==> config.mk <==
export PLATFORM = sky130hd
export DESIGN_NAME = seq_mult_ctrl
export DESIGN_NICKNAME = d
export VERILOG_FILES = /design/src/rtl/seq_mult_ctrl.sv
export SDC_FILE = /design/constraint.sdc
export NUM_CORES = 1
export LEC_CHECK = 0
export CAP_MARGIN = 20
export CORE_UTILIZATION = 57
export DETAILED_ROUTE_END_ITERATION = 16
export GPL_ROUTABILITY_DRIVEN = 1
export PLACE_DENSITY = 0.92
export RECOVER_POWER = 25
export SETUP_SLACK_MARGIN = 0.5
export SLEW_MARGIN = 20
export SYNTH_ARGS = -nofsm -noshare
export SYNTH_HDL_FRONTEND = slang
export SYNTH_SLANG_ARGS = --single-unit
export TNS_END_PERCENT = 100
==> constraint.sdc <==
create_clock -name clk -period 3.3 [get_ports clk]
set_input_delay 0.66 -clock clk [delete_from_list [all_inputs] [get_ports clk]]
set_output_delay 0.66 -clock clk [all_outputs]
set_load 0.01 [all_outputs]
==> src/rtl/seq_mult_ctrl.sv <==
// rtl/seq_mult_ctrl.sv - sequential shift-and-add multiplier controller with window pointer
module seq_mult_ctrl #(
    parameter int WIDTH   = 8,
    parameter bit SIGNED  = 1'b1,
    parameter int WIN_MAX = 2,
    localparam int WW     = (WIN_MAX > 0) ? $clog2(WIN_MAX + 1) : 1
) (
    input  logic               clk,
    input  logic               rst,
    input  logic [WIDTH-1:0]   num1,
    input  logic [WIDTH-1:0]   num2,
    input  logic               start_btn,
    input  logic               shift_left_btn,
    input  logic               shift_right_btn,
    output logic [2*WIDTH-1:0] product,
    output logic               neg,
    output logic               busy,
    output logic               done,
    output logic               load,
    output logic               en,
    output logic [WW-1:0]      win_pos
);
    localparam int PW = 2 * WIDTH;
    localparam int CW = $clog2(WIDTH);
    localparam logic [CW-1:0] CNT_LAST  = CW'(WIDTH - 1);
    localparam logic [WW-1:0] WIN_MAX_W = WW'(WIN_MAX);

    typedef enum logic [2:0] {S_IDLE, S_LOAD, S_RUN, S_SIGN, S_DONE} state_t;

    state_t          state_q;
    logic            start_btn_q, left_btn_q, right_btn_q;
    logic [PW-1:0]   mcand_q, acc_q, product_q;
    logic [WIDTH-1:0] mult_q;
    logic [CW-1:0]   cnt_q;
    logic            sgn_q, neg_q, busy_q, done_q, load_q, en_q;
    logic [WW-1:0]   win_q;

    logic            start_edge, left_edge, right_edge;
    logic [WIDTH-1:0] abs1_d, abs2_d;
    logic            sgn_d;
    logic [PW-1:0]   addend_d;

    assign start_edge = start_btn & ~start_btn_q;
    assign left_edge  = shift_left_btn & ~left_btn_q;
    assign right_edge = shift_right_btn & ~right_btn_q;

    // The most negative operand negates to itself, which reads correctly as an unsigned magnitude.
    assign abs1_d   = (SIGNED && num1[WIDTH-1]) ? -num1 : num1;
    assign abs2_d   = (SIGNED && num2[WIDTH-1]) ? -num2 : num2;
    assign sgn_d    = SIGNED ? (num1[WIDTH-1] ^ num2[WIDTH-1]) : 1'b0;
    assign addend_d = mult_q[0] ? mcand_q : '0;

    always_ff @(posedge clk) begin
        if (rst) begin
            state_q     <= S_IDLE;
            start_btn_q <= 1'b0;
            left_btn_q  <= 1'b0;
            right_btn_q <= 1'b0;
            mcand_q     <= '0;
            acc_q       <= '0;
            product_q   <= '0;
            mult_q      <= '0;
            cnt_q       <= '0;
            sgn_q       <= 1'b0;
            neg_q       <= 1'b0;
            busy_q      <= 1'b0;
            done_q      <= 1'b0;
            load_q      <= 1'b0;
            en_q        <= 1'b0;
            win_q       <= '0;
        end else begin
            start_btn_q <= start_btn;
            left_btn_q  <= shift_left_btn;
            right_btn_q <= shift_right_btn;
            case (state_q)
                S_IDLE, S_DONE: begin
                    if (start_edge) begin
                        state_q <= S_LOAD;
                        win_q   <= '0;
                        busy_q  <= 1'b1;
                        done_q  <= 1'b0;
                        load_q  <= 1'b1;
                    end else if (left_edge && !right_edge && win_q != WIN_MAX_W) begin
                        win_q <= win_q + 1'b1;
                    end else if (right_edge && !left_edge && win_q != '0) begin
                        win_q <= win_q - 1'b1;
                    end
                end
                S_LOAD: begin
                    mcand_q <= {{WIDTH{1'b0}}, abs1_d};
                    mult_q  <= abs2_d;
                    acc_q   <= '0;
                    cnt_q   <= '0;
                    sgn_q   <= sgn_d;
                    load_q  <= 1'b0;
                    en_q    <= 1'b1;
                    state_q <= S_RUN;
                end
                S_RUN: begin
                    acc_q   <= acc_q + addend_d;
                    mcand_q <= mcand_q << 1;
                    mult_q  <= mult_q >> 1;
                    cnt_q   <= cnt_q + 1'b1;
                    if (cnt_q == CNT_LAST) begin
                        en_q    <= 1'b0;
                        state_q <= S_SIGN;
                    end
                end
                S_SIGN: begin
                    product_q <= sgn_q ? -acc_q : acc_q;
                    neg_q     <= sgn_q & (|acc_q);
                    busy_q    <= 1'b0;
                    done_q    <= 1'b1;
                    state_q   <= S_DONE;
                end
                default: begin
                    state_q <= S_IDLE;
                    busy_q  <= 1'b0;
                    done_q  <= 1'b0;
                    load_q  <= 1'b0;
                    en_q    <= 1'b0;
                end
            endcase
        end
    end

    assign product = product_q;
    assign neg     = neg_q;
    assign busy    = busy_q;
    assign done    = done_q;
    assign load    = load_q;
    assign en      = en_q;
    assign win_pos = win_q;
endmodule

==> impl_metrics.csv, run 1 <==
group,metric,value,unit
drt,drt-initial-drc-count,195,
power,ir_worst_vdd,0.000198,V
grt,grtUsageTotal,25.4,%
grt,grt_max_degree,49,
timing,finalSetupTns,0,ns
power,p_per_area,388,nW/µm²
timing,rsz0062_at_grt,"no",
clock_tree,clkSlewWorstSetupHoldPaths,0.09,ns
yosys,ys_types,58,
worst_setup_path,setup.worst_path.start_class,"primary input",
die,dieArea,7440,µm²
yosys,synth_top_area_cell,"dfxtp_1",
power,leakage,1.84,nW
min_path,hold_depth,2,
min_path,min_to,"neg$_SDFFE_PP0P_",
timing,slew_headroom,-28.4,%
worst_setup_path,critPathArrivalTime,2.78,ns
die,rows,30,
min_path,hold_class,"reg2reg",
yosys,synth-seq-cells,73,
timing,slew_violations,49,
clock_tree,root_buffer,"clkbuf_8",
drt,drt-total-wl,8950,µm
yosys,post-synth-top-count-cell,"dfxtp_1",
die,die_w,86.2,µm
yosys,ys_seq_area_share,36.1,%
yosys,mappedNetlistNets,531,
placed_design,place.gp.congestion,0.956,
worst_setup_path,endpoint_kind,"register",
timing,fin_skew,0.0106,ns
yosys,yosysWarnings,0,
finish,drive_gt1_share,6.11,%
timing,finalSetupViolations,0,
clock_tree,ctsHoldBuffers,0,
yosys,synth_top_area_share,36.1,%
clock_tree,cts_tree,"done",
drt,drtPass1Iterations,4,
yosys,synthFlopType,"dfxtp_1",
timing,tightest_slew,1.93,ns
yosys,synthTopCellsByArea,"dfxtp_1 (36%), nor2_1 (6.2%), ha_1 (6.2%)",
worst_setup_path,worstPathMaxFanout,48,
outcome,violations,"max-capacitance violations, max-slew violations",
drt,avgRoutedWirePerCell,14.4,µm
finish,syn2layout_area_growth,16.3,%
die,start_util,59.2,%
timing,max_freq,0.394,GHz
yosys,synth_edf_count,0,
placed_design,place_area,4510,µm²
worst_setup_path,cp.required,3.54,ns
yosys,syn_area,4050,µm²
finish,finalNonFillerCells,620,
clock_tree,cts_made_buffers,9,
outcome,status,"complete, but fails checks",
grt,grt_overflow_total,0,
placed_design,hpwl,6540,µm
die,fp.coreArea,6830,µm²
yosys,synthCells,489,
worst_setup_path,r2r_slack,0.78,ns
grt,grt_pass1_wl,15000,µm
finish,fin_util,68.9,%
finish,antenna_cells,0,
drt,ant_nets,0,
min_path,hp-start,"neg$_SDFFE_PP0P_",
yosys,async_reset_ff_share,0,%
worst_setup_path,reg2regPathDepth,10,
die,ios,44,
flow_run,cap_violations,1,
finish,design_area,4700,µm²
worst_setup_path,reg2reg_from,"mult_q[0]$_SDFFE_PP0P_",
placed_design,placed_cells,604,
timing,final_hold_viol_count,0,
drt,via_count,3638,
clock_tree,clk-insertion-delay-late,0.36,ns
timing,fin_crit_sh,77.0,%
grt,antenna_found_initial,0,
finish,fill_cells,557,
timing,min_period,2.54,ns
yosys,avgSynthCellArea,8.27,µm²
worst_setup_path,r2r-end,"acc_q[8]$_SDFFE_PP0P_",
drt,drc_errors,0,
clock_tree,clockBufferDepth,2,
clock_tree,cts_num_sinks,73,
yosys,synth_commonest_cells,"dfxtp_1 (73), nor2_1 (67), a21oi_1 (38), nand2_1 (38), a22oi_1 (26)",
worst_setup_path,crit_type,"in2reg",
die,die_height,86.2,µm
clock_tree,htree_num_levels,3,
grt,grt_pass1_vias,3417,
placed_design,numPortBuffers,43,
finish,finalNetCount,561,
drt,vias_per_cell,5.87,
## layer usage
| metal | share of wire, % | wire [µm] | track usage, % |
|---|---|---|---|
| met1 | 44 | 3910 | 31.0 |
| met2 | 49 | 4410 | 43.7 |
| met3 | 5.3 | 471 | 4.57 |
| met4 | 1.8 | 164 | 11.2 |
| met5 | 0 | 0 | 0 |
## how the worst max path moves through the flow
stage	from	end	slack [ns]	depth (start not counted)
after floorplan	mult_q[0]$_SDFFE_PP0P_	acc_q[8]$_SDFFE_PP0P_	0.95	11
after global placement	mult_q[0]$_SDFFE_PP0P_	acc_q[14]$_SDFFE_PP0P_	0.90	10
after detailed placement	mult_q[0]$_SDFFE_PP0P_	acc_q[8]$_SDFFE_PP0P_	0.74	10
after CTS	mult_q[0]$_SDFFE_PP0P_	acc_q[8]$_SDFFE_PP0P_	0.72	10
after global routing	rst	acc_q[8]$_SDFFE_PP0P_	0.59	4
final	rst	acc_q[8]$_SDFFE_PP0P_	0.76	4
## area by class of cell
| cell class | count | area, µm² | area share (%) |
|---|---|---|---|
| timing repair buffer | 48 | 459 | 9.76 |
| inverter | 10 | 37.5 | 0.798 |
| multi-input combinational | 377 | 2430 | 51.7 |
| clock inverter | 7 | 70.1 | 1.49 |
| clock buffer | 9 | 124 | 2.63 |
| tap | 96 | 120 | 2.55 |
| sequential | 73 | 1460 | 31.1 |
## repair_timing
action | 4_1_cts | 5_1_grt
buffers inserted | 0 | 0
setup endpoints to repair | 0 | 1
resized for setup | 0 | 1
## cell usage in the layout, fill, tap and decap left out, types with 3 or more instances in the layout
cell	Yosys	final
clkbuf_8	0	9
clkdlybuf4s50_1	0	30
nand3_1	5	5
nor3_1	5	5
clkinv_2	0	3
o31ai_1	9	9
a21o_1	4	4
nor2b_1	9	9
buf_4	0	4
a22oi_1	26	26
nand2_1	38	38
inv_1	10	10
dlygate4sd3_1	0	12
xnor2_1	19	19
or3_1	5	5
and2_1	17	17
nor4_1	3	3
a211oi_1	18	18
nand2b_1	5	5
a221oi_1	6	6
ha_1	20	20
xor2_1	19	19
a21oi_1	38	38
a22o_1	6	6
nor2_1	67	66
dfxtp_1	73	72
mux2i_1	3	3
o21ai_0	18	18
## cells by family (layout without fill, tap and decap cells)
kind of cell,Yosys count,after routing,share of synthesized area (%)
buffers and inverters,39,74,3.84
adders and majority gates,21,21,6.68
DFF,73,73,36.1
and+or+nand+nor,167,167,19.6
AOI/OAI and AO/OA,148,148,24.8
muxes,3,3,0.742
xor gates and xnor gates,38,38,8.23
## stage by stage
| step | setup WS [ns] | hold slack [ns] | total power, mW |
|---|---|---|---|
| 5_1_grt | 0.589 | 0.493 | 1.91 |
| 6_report | 0.760 | 0.473 | 1.83 |
| 3_3_place_gp | 0.901 | 0.448 | 1.14 |
| 4_1_cts | 0.723 | 0.470 | 1.84 |
| 2_1_floorplan | 0.953 | 0.454 | 1.07 |
| 3_5_place_dp | 0.736 | 0.458 | 1.15 |
## registers in the layout, indices dropped and copies added (netlist names)
name / cells
acc_q: 16
mcand_q: 16
product: 16
mult_q: 8
cnt_q: 3
state_q: 3
win_pos: 2
busy: 1
done: 1
en: 1
left_btn_q: 1
load: 1
neg: 1
right_btn_q: 1
sgn_q: 1
start_btn_q: 1
## power breakdown
group          leakage (nW)  internal [mW]  switching (mW)
Clock                0.0994          0.349           0.351
Combinational          1.15         0.0850           0.110
Sequential            0.592          0.904          0.0268
## worst max-delay path, cell delays in order
cell      delay [ns]
buf_2           0.35
clkbuf_1        1.43
or4_1           0.27
nand3_1         0.06
(Power assumes the default switching activity.)
==> run 2: changes to the inputs <==
Settings changed: CORE_UTILIZATION 57 to 51, PLACE_DENSITY 0.92 to 0.88.
Clock period 3.3 ns to 2 ns, I/O delays scaled along.
==> impl_metrics.csv, run 2 (same netlist as run 1, synthesis figures left out) <==
group,metric,value,unit
timing,slew_headroom,56.9,%
clock_tree,cts_num_sinks,73,
timing,max_freq,0.401,GHz
worst_setup_path,crit_buf_inv,5,
worst_setup_path,crit_family,"simple AND/OR/NAND/NOR gates",
worst_setup_path,crit_type,"reg2reg",
placed_design,place_ws,-0.182,ns
die,dieArea,8290,µm²
finish,finalNetCount,645,
grt,grt_pass1_wl,21000,µm
finish,syn2layout_area_growth,53.5,%
drt,drt-initial-drc-count,463,
grt,grt_overflow_total,0,
grt,grt_pass1_vias,4284,
clock_tree,clockBufferDepth,2,
timing,rsz0062_at_grt,"yes",
worst_setup_path,crit_chain,"and2_4, ha_4, inv_2, fa_2, buf_4, buf_4, buf_6, buf_4, xnor2_1, a22oi_1, nor2_1",
timing,tightest_slew,0.647,ns
finish,drive_gt1_share,38.4,%
drt,drtPass1Iterations,6,
clock_tree,ctsHoldBuffers,0,
timing,slew_violations,0,
clock_tree,cts_made_buffers,9,
clock_tree,cts_tree,"done",
outcome,status,"complete, but fails checks",
grt,grtUsageTotal,32.3,%
worst_setup_path,cpPeakStageDelay,0.39,ns
grt,antenna_found_initial,0,
drt,ant_nets,0,
die,die_height,91.1,µm
die,rows,32,
drt,via_count,4817,
die,fp.coreArea,7690,µm²
min_path,hold_class,"in2reg",
worst_setup_path,worstPathMaxFanout,2,
timing,setup_ws,-0.493,ns
drt,drt-total-wl,17400,µm
placed_design,place.gp.congestion,0.859,
drt,drc_errors,0,
worst_setup_path,reg2reg_from,"mcand_q[0]$_SDFFE_PP0P_",
power,ir_worst_vdd,0.000392,V
worst_setup_path,setup.worst_path.start_class,"register",
clock_tree,clkSlewWorstSetupHoldPaths,0.09,ns
timing,finalSetupViolations,21,
die,start_util,52.6,%
flow_run,cap_violations,0,
die,die_w,91.1,µm
placed_design,place_area,5000,µm²
min_path,hp-start,"rst",
grt,grt_max_degree,39,
worst_setup_path,cp.required,2.22,ns
finish,final_common_cell,"buf_4",
worst_setup_path,cp_slowest_cell,"fa_2",
power,p_per_area,536,nW/µm²
power,leakage,2.53,nW
worst_setup_path,cp_common_cell,"buf_4",
placed_design,numPortBuffers,43,
finish,antenna_cells,0,
clock_tree,root_buffer,"clkbuf_8",
finish,final_cell_mix,"buf_4 (69), nor2_1 (65), dfxtp_1 (55)",
clock_tree,clk-insertion-delay-late,0.36,ns
timing,fin_crit_sh,125,%
drt,vias_per_cell,6.79,
die,ios,44,
timing,final_hold_viol_count,0,
worst_setup_path,critPathArrivalTime,2.71,ns
placed_design,placed_cells,662,
worst_setup_path,endpoint_kind,"register",
clock_tree,htree_num_levels,3,
finish,design_area,6210,µm²
worst_setup_path,cp-startpoint,"mcand_q[0]$_SDFFE_PP0P_",
drt,avgRoutedWirePerCell,24.5,µm
finish,finalNonFillerCells,709,
timing,min_period,2.49,ns
power,power,3.33,mW
outcome,violations,"negative setup slack",
timing,fin_skew,0.0102,ns
placed_design,hpwl,7490,µm
## run 2: cell types whose count changed in the layout (fill, tap and decap cells not counted), sizes merged
cell	previous run	this run
buf	5	87
bufinv	1	2
clkbuf	10	13
clkdlybuf4s50	30	6
clkinv	4	1
clkinvlp	1	2
dlygate4sd2	0	33
dlygate4sd3	12	1
dlymetal6s2s	0	2
inv	11	10
## run 2: cell type report
cell class / count / area (µm²)
multi-input combinational: 377 / 3180
sequential: 73 / 1500
fill: 390 / 1480
timing repair buffer: 132 / 1140
clock buffer: 10 / 138
tap: 102 / 128
clock inverter: 5 / 80.1
inverter: 10 / 37.5
## run 2: repair_timing
item / in CTS / in global routing
setup buffers: 18 / 13
gates cloned: 0 / 1
endpoints found under the hold margin: 0 / 0
pin swaps: 47 / 40
setup endpoints to repair: 78 / 42
gates resized for setup: 141 / 68
## run 2: where the power goes
part | switching, mW | total [mW] | leakage, nW | internal (mW)
clock network | 0.619 | 1.35 | 0.104 | 0.728
logic | 0.259 | 0.439 | 1.83 | 0.180
registers | 0.0564 | 1.54 | 0.603 | 1.48
## run 2: routing by layer
metal / part of all wire [%] / track usage (%) / vias to the layer above / wire length (µm)
met4: 9.6 / 20.8 / 0 / 1670
met3: 9.2 / 7.20 / 166 / 1610
met2: 47 / 55.4 / 455 / 8230
met5: 0 / 0 / - / 0
met1: 34 / 35.9 / 2214 / 5900
li1: - / - / 1982 / -
## run 2: through the flow
| step | util, % | hold slack, ns | TNS, ns |
|---|---|---|---|
| 2_1_floorplan | - | 0.454 | -0.447 |
| 3_3_place_gp | 65.0 | 0.446 | -0.511 |
| 3_5_place_dp | 65.0 | 0.451 | -1.24 |
| 4_1_cts | 75.7 | 0.404 | -0.330 |
| 5_1_grt | 80.8 | 0.433 | -4.69 |
| 6_report | 80.8 | 0.412 | -3.57 |
## run 2: path summary, 6_finish.rpt
check                           end  slack [ns]  depth (start not counted)
min          mult_q[2]$_SDFFE_PP0P_        0.41                          2
min reg2reg       load$_SDFFE_PP0P_        0.51                          2
max           acc_q[2]$_SDFFE_PP0P_       -0.49                         11
max reg2reg   acc_q[2]$_SDFFE_PP0P_       -0.49                         11
==> run 3: changes to the inputs <==
Settings changed: CORE_ASPECT_RATIO set to 0.7, CORE_UTILIZATION 51 to 30, PLACE_DENSITY 0.88 to 0.61.
Clock period 2 ns to 2.26 ns, I/O delays scaled along.
==> impl_metrics.csv, run 3 (same netlist as run 1, synthesis figures left out) <==
group,metric,value,unit
outcome,status,"complete, no violations",
worst_setup_path,cp_common_cell,"buf_6",
worst_setup_path,r2r-end,"acc_q[12]$_SDFFE_PP0P_",
power,power_switching,760,µW
power,leakage,2.11,nW
drt,ant_nets,0,
power,p_comb_share,10.2,%
placed_design,hpwl,7440,µm
power,p_seq_share,43.7,%
grt,grt_pass1_wl,17400,µm
grt,grt_overflow_total,0,
finish,finalNetCount,599,
clock_tree,cts_tree,"done",
finish,fin_util,42.9,%
drt,avgRoutedWirePerCell,15.0,µm
timing,max_freq,0.469,GHz
drt,via_count,3762,
worst_setup_path,critPathArrivalTime,2.36,ns
min_path,min_to,"neg$_SDFFE_PP0P_",
worst_setup_path,reg2reg_from,"mult_q[0]$_SDFFE_PP0P_",
timing,min_period,2.13,ns
drt,drc_errors,0,
clock_tree,htree_num_levels,3,
die,rows,35,
finish,design_area,5640,µm²
clock_tree,cts_num_sinks,73,
worst_setup_path,worstPathMaxFanout,7,
grt,antenna_found_initial,0,
die,ios,44,
power,clockPowerShare,46.2,%
worst_setup_path,crit_chain,"buf_6, buf_6, and2_4, ha_4, buf_4, o21ai_0, a21oi_1, a31oi_2, xnor2_1, a22o_1",
min_path,hp-start,"neg$_SDFFE_PP0P_",
finish,regArea,1480,µm²
drt,drtPass1Iterations,5,
finish,final_common_cell,"nor2_1",
placed_design,place.gp.congestion,0.828,
finish,fill_cells,1259,
die,die_w,141,µm
clock_tree,root_buffer,"clkbuf_16",
timing,final_hold_viol_count,0,
timing,slew_violations,0,
worst_setup_path,reg2regPathDepth,10,
worst_setup_path,cpPeakStageDelay,0.37,ns
worst_setup_path,cp_slowest_cell,"dfxtp_4",
drt,vias_per_cell,5.17,
timing,fin_skew,0.00678,ns
timing,rsz0062_at_grt,"yes",
power,ir_worst_vdd,0.000313,V
grt,grt_max_degree,41,
worst_setup_path,cp.required,2.49,ns
die,fp.coreArea,13100,µm²
worst_setup_path,crit_family,"compound AO/OA/AOI/OAI gates",
grt,grt_pass1_vias,3485,
finish,drive_gt1_share,22.6,%
placed_design,place_area,4770,µm²
worst_setup_path,setup.worst_path.start_class,"register",
finish,final_cell_mix,"nor2_1 (67), dfxtp_1 (65), clkdlybuf4s50_1 (37)",
drt,drt-total-wl,10900,µm
clock_tree,cts_made_buffers,9,
worst_setup_path,crit_buf_inv,3,
worst_setup_path,r2r_slack,0.13,ns
min_path,hold_depth,2,
clock_tree,clk-insertion-delay-late,0.34,ns
clock_tree,clockBufferDepth,2,
power,p_per_area,552,nW/µm²
placed_design,numPortBuffers,43,
timing,fin_crit_sh,94.3,%
die,die_height,99.2,µm
flow_run,cap_violations,0,
power,p_sw_share,24.4,%
timing,finalSetupViolations,0,
die,start_util,30.8,%
power,p_int,2.35,mW
clock_tree,clkSlewWorstSetupHoldPaths,0.06,ns
min_path,hold_class,"reg2reg",
timing,tightest_slew,0.816,ns
finish,syn2layout_area_growth,39.3,%
worst_setup_path,crit_type,"reg2reg",
worst_setup_path,endpoint_kind,"register",
finish,antenna_cells,0,
drt,drt-initial-drc-count,166,
die,dieArea,14000,µm²
finish,multi_input_area,2830,µm²
timing,slew_headroom,45.6,%
grt,grtUsageTotal,15.7,%
-- run 3: metrics by stage --
| step | setup TNS [ns] | worst slack [ns] | cells | hold slack (ns) | power [mW] |
|---|---|---|---|---|---|
| finish | 0 | 0.130 | 728 | 0.465 | 3.11 |
| global route | 0 | 0.0576 | 728 | 0.506 | 3.22 |
| CTS | 0 | 0.191 | 719 | 0.409 | 3.13 |
| detailed placement | -0.0926 | -0.0609 | 690 | 0.453 | 1.69 |
| global placement | -0.00722 | -0.00651 | 690 | 0.456 | 1.69 |
| floorplan | 0 | 0.100 | 489 | 0.454 | 1.56 |
-- run 3: worst max path at each step --
stage,start,end,depth (start not counted)
after CTS,mult_q[0]$_SDFFE_PP0P_,acc_q[14]$_SDFFE_PP0P_,8
after detailed placement,mult_q[0]$_SDFFE_PP0P_,acc_q[14]$_SDFFE_PP0P_,10
final,mult_q[0]$_SDFFE_PP0P_,acc_q[12]$_SDFFE_PP0P_,10
after global routing,mult_q[0]$_SDFFE_PP0P_,acc_q[7]$_SDFFE_PP0P_,9
after floorplan,mult_q[0]$_SDFFE_PP0P_,acc_q[8]$_SDFFE_PP0P_,11
after global placement,mult_q[0]$_SDFFE_PP0P_,acc_q[14]$_SDFFE_PP0P_,10
-- run 3: repair_timing --
action,4_1_cts,5_1_grt
hold buffers,0,0
cloned,0,0
gates resized for setup,49,43
buffers inserted,13,9
setup endpoints to repair,21,34
pin swaps,25,23
endpoints found under the hold margin,0,0
-- run 3: final cells by class --
class,count,area share (%)
multi-input combinational,377,50.3
timing repair buffer,86,13.8
inverter,10,0.666
clock buffer,12,4.37
tap,166,3.68
sequential,73,26.3
clock inverter,4,0.910
-- run 3: tightest hold or removal path, cell delays in order, from the launching register on --
cell,delay (ns)
dfxtp_1,0.31
nand2_1,0.05
a21oi_1,0.05
-- run 3: per-layer routing --
| metal | up-vias | part of all wire (%) | global-route usage (%) |
|---|---|---|---|
| met4 | 0 | 1.3 | 3.76 |
| met5 | - | 0 | 0 |
| li1 | 1899 | - | - |
| met3 | 14 | 4.8 | 3.95 |
| met1 | 1758 | 50 | 22.2 |
| met2 | 91 | 44 | 24.0 |
-- run 3: power by group through the flow --
stage	clock (mW)	combinational (mW)	sequential (mW)
final	1.44	0.316	1.36
after global routing	1.51	0.349	1.36
after CTS	1.45	0.318	1.36
after detailed placement	0	0.306	1.39
after global placement	0	0.301	1.39
after floorplan	0	0.188	1.38
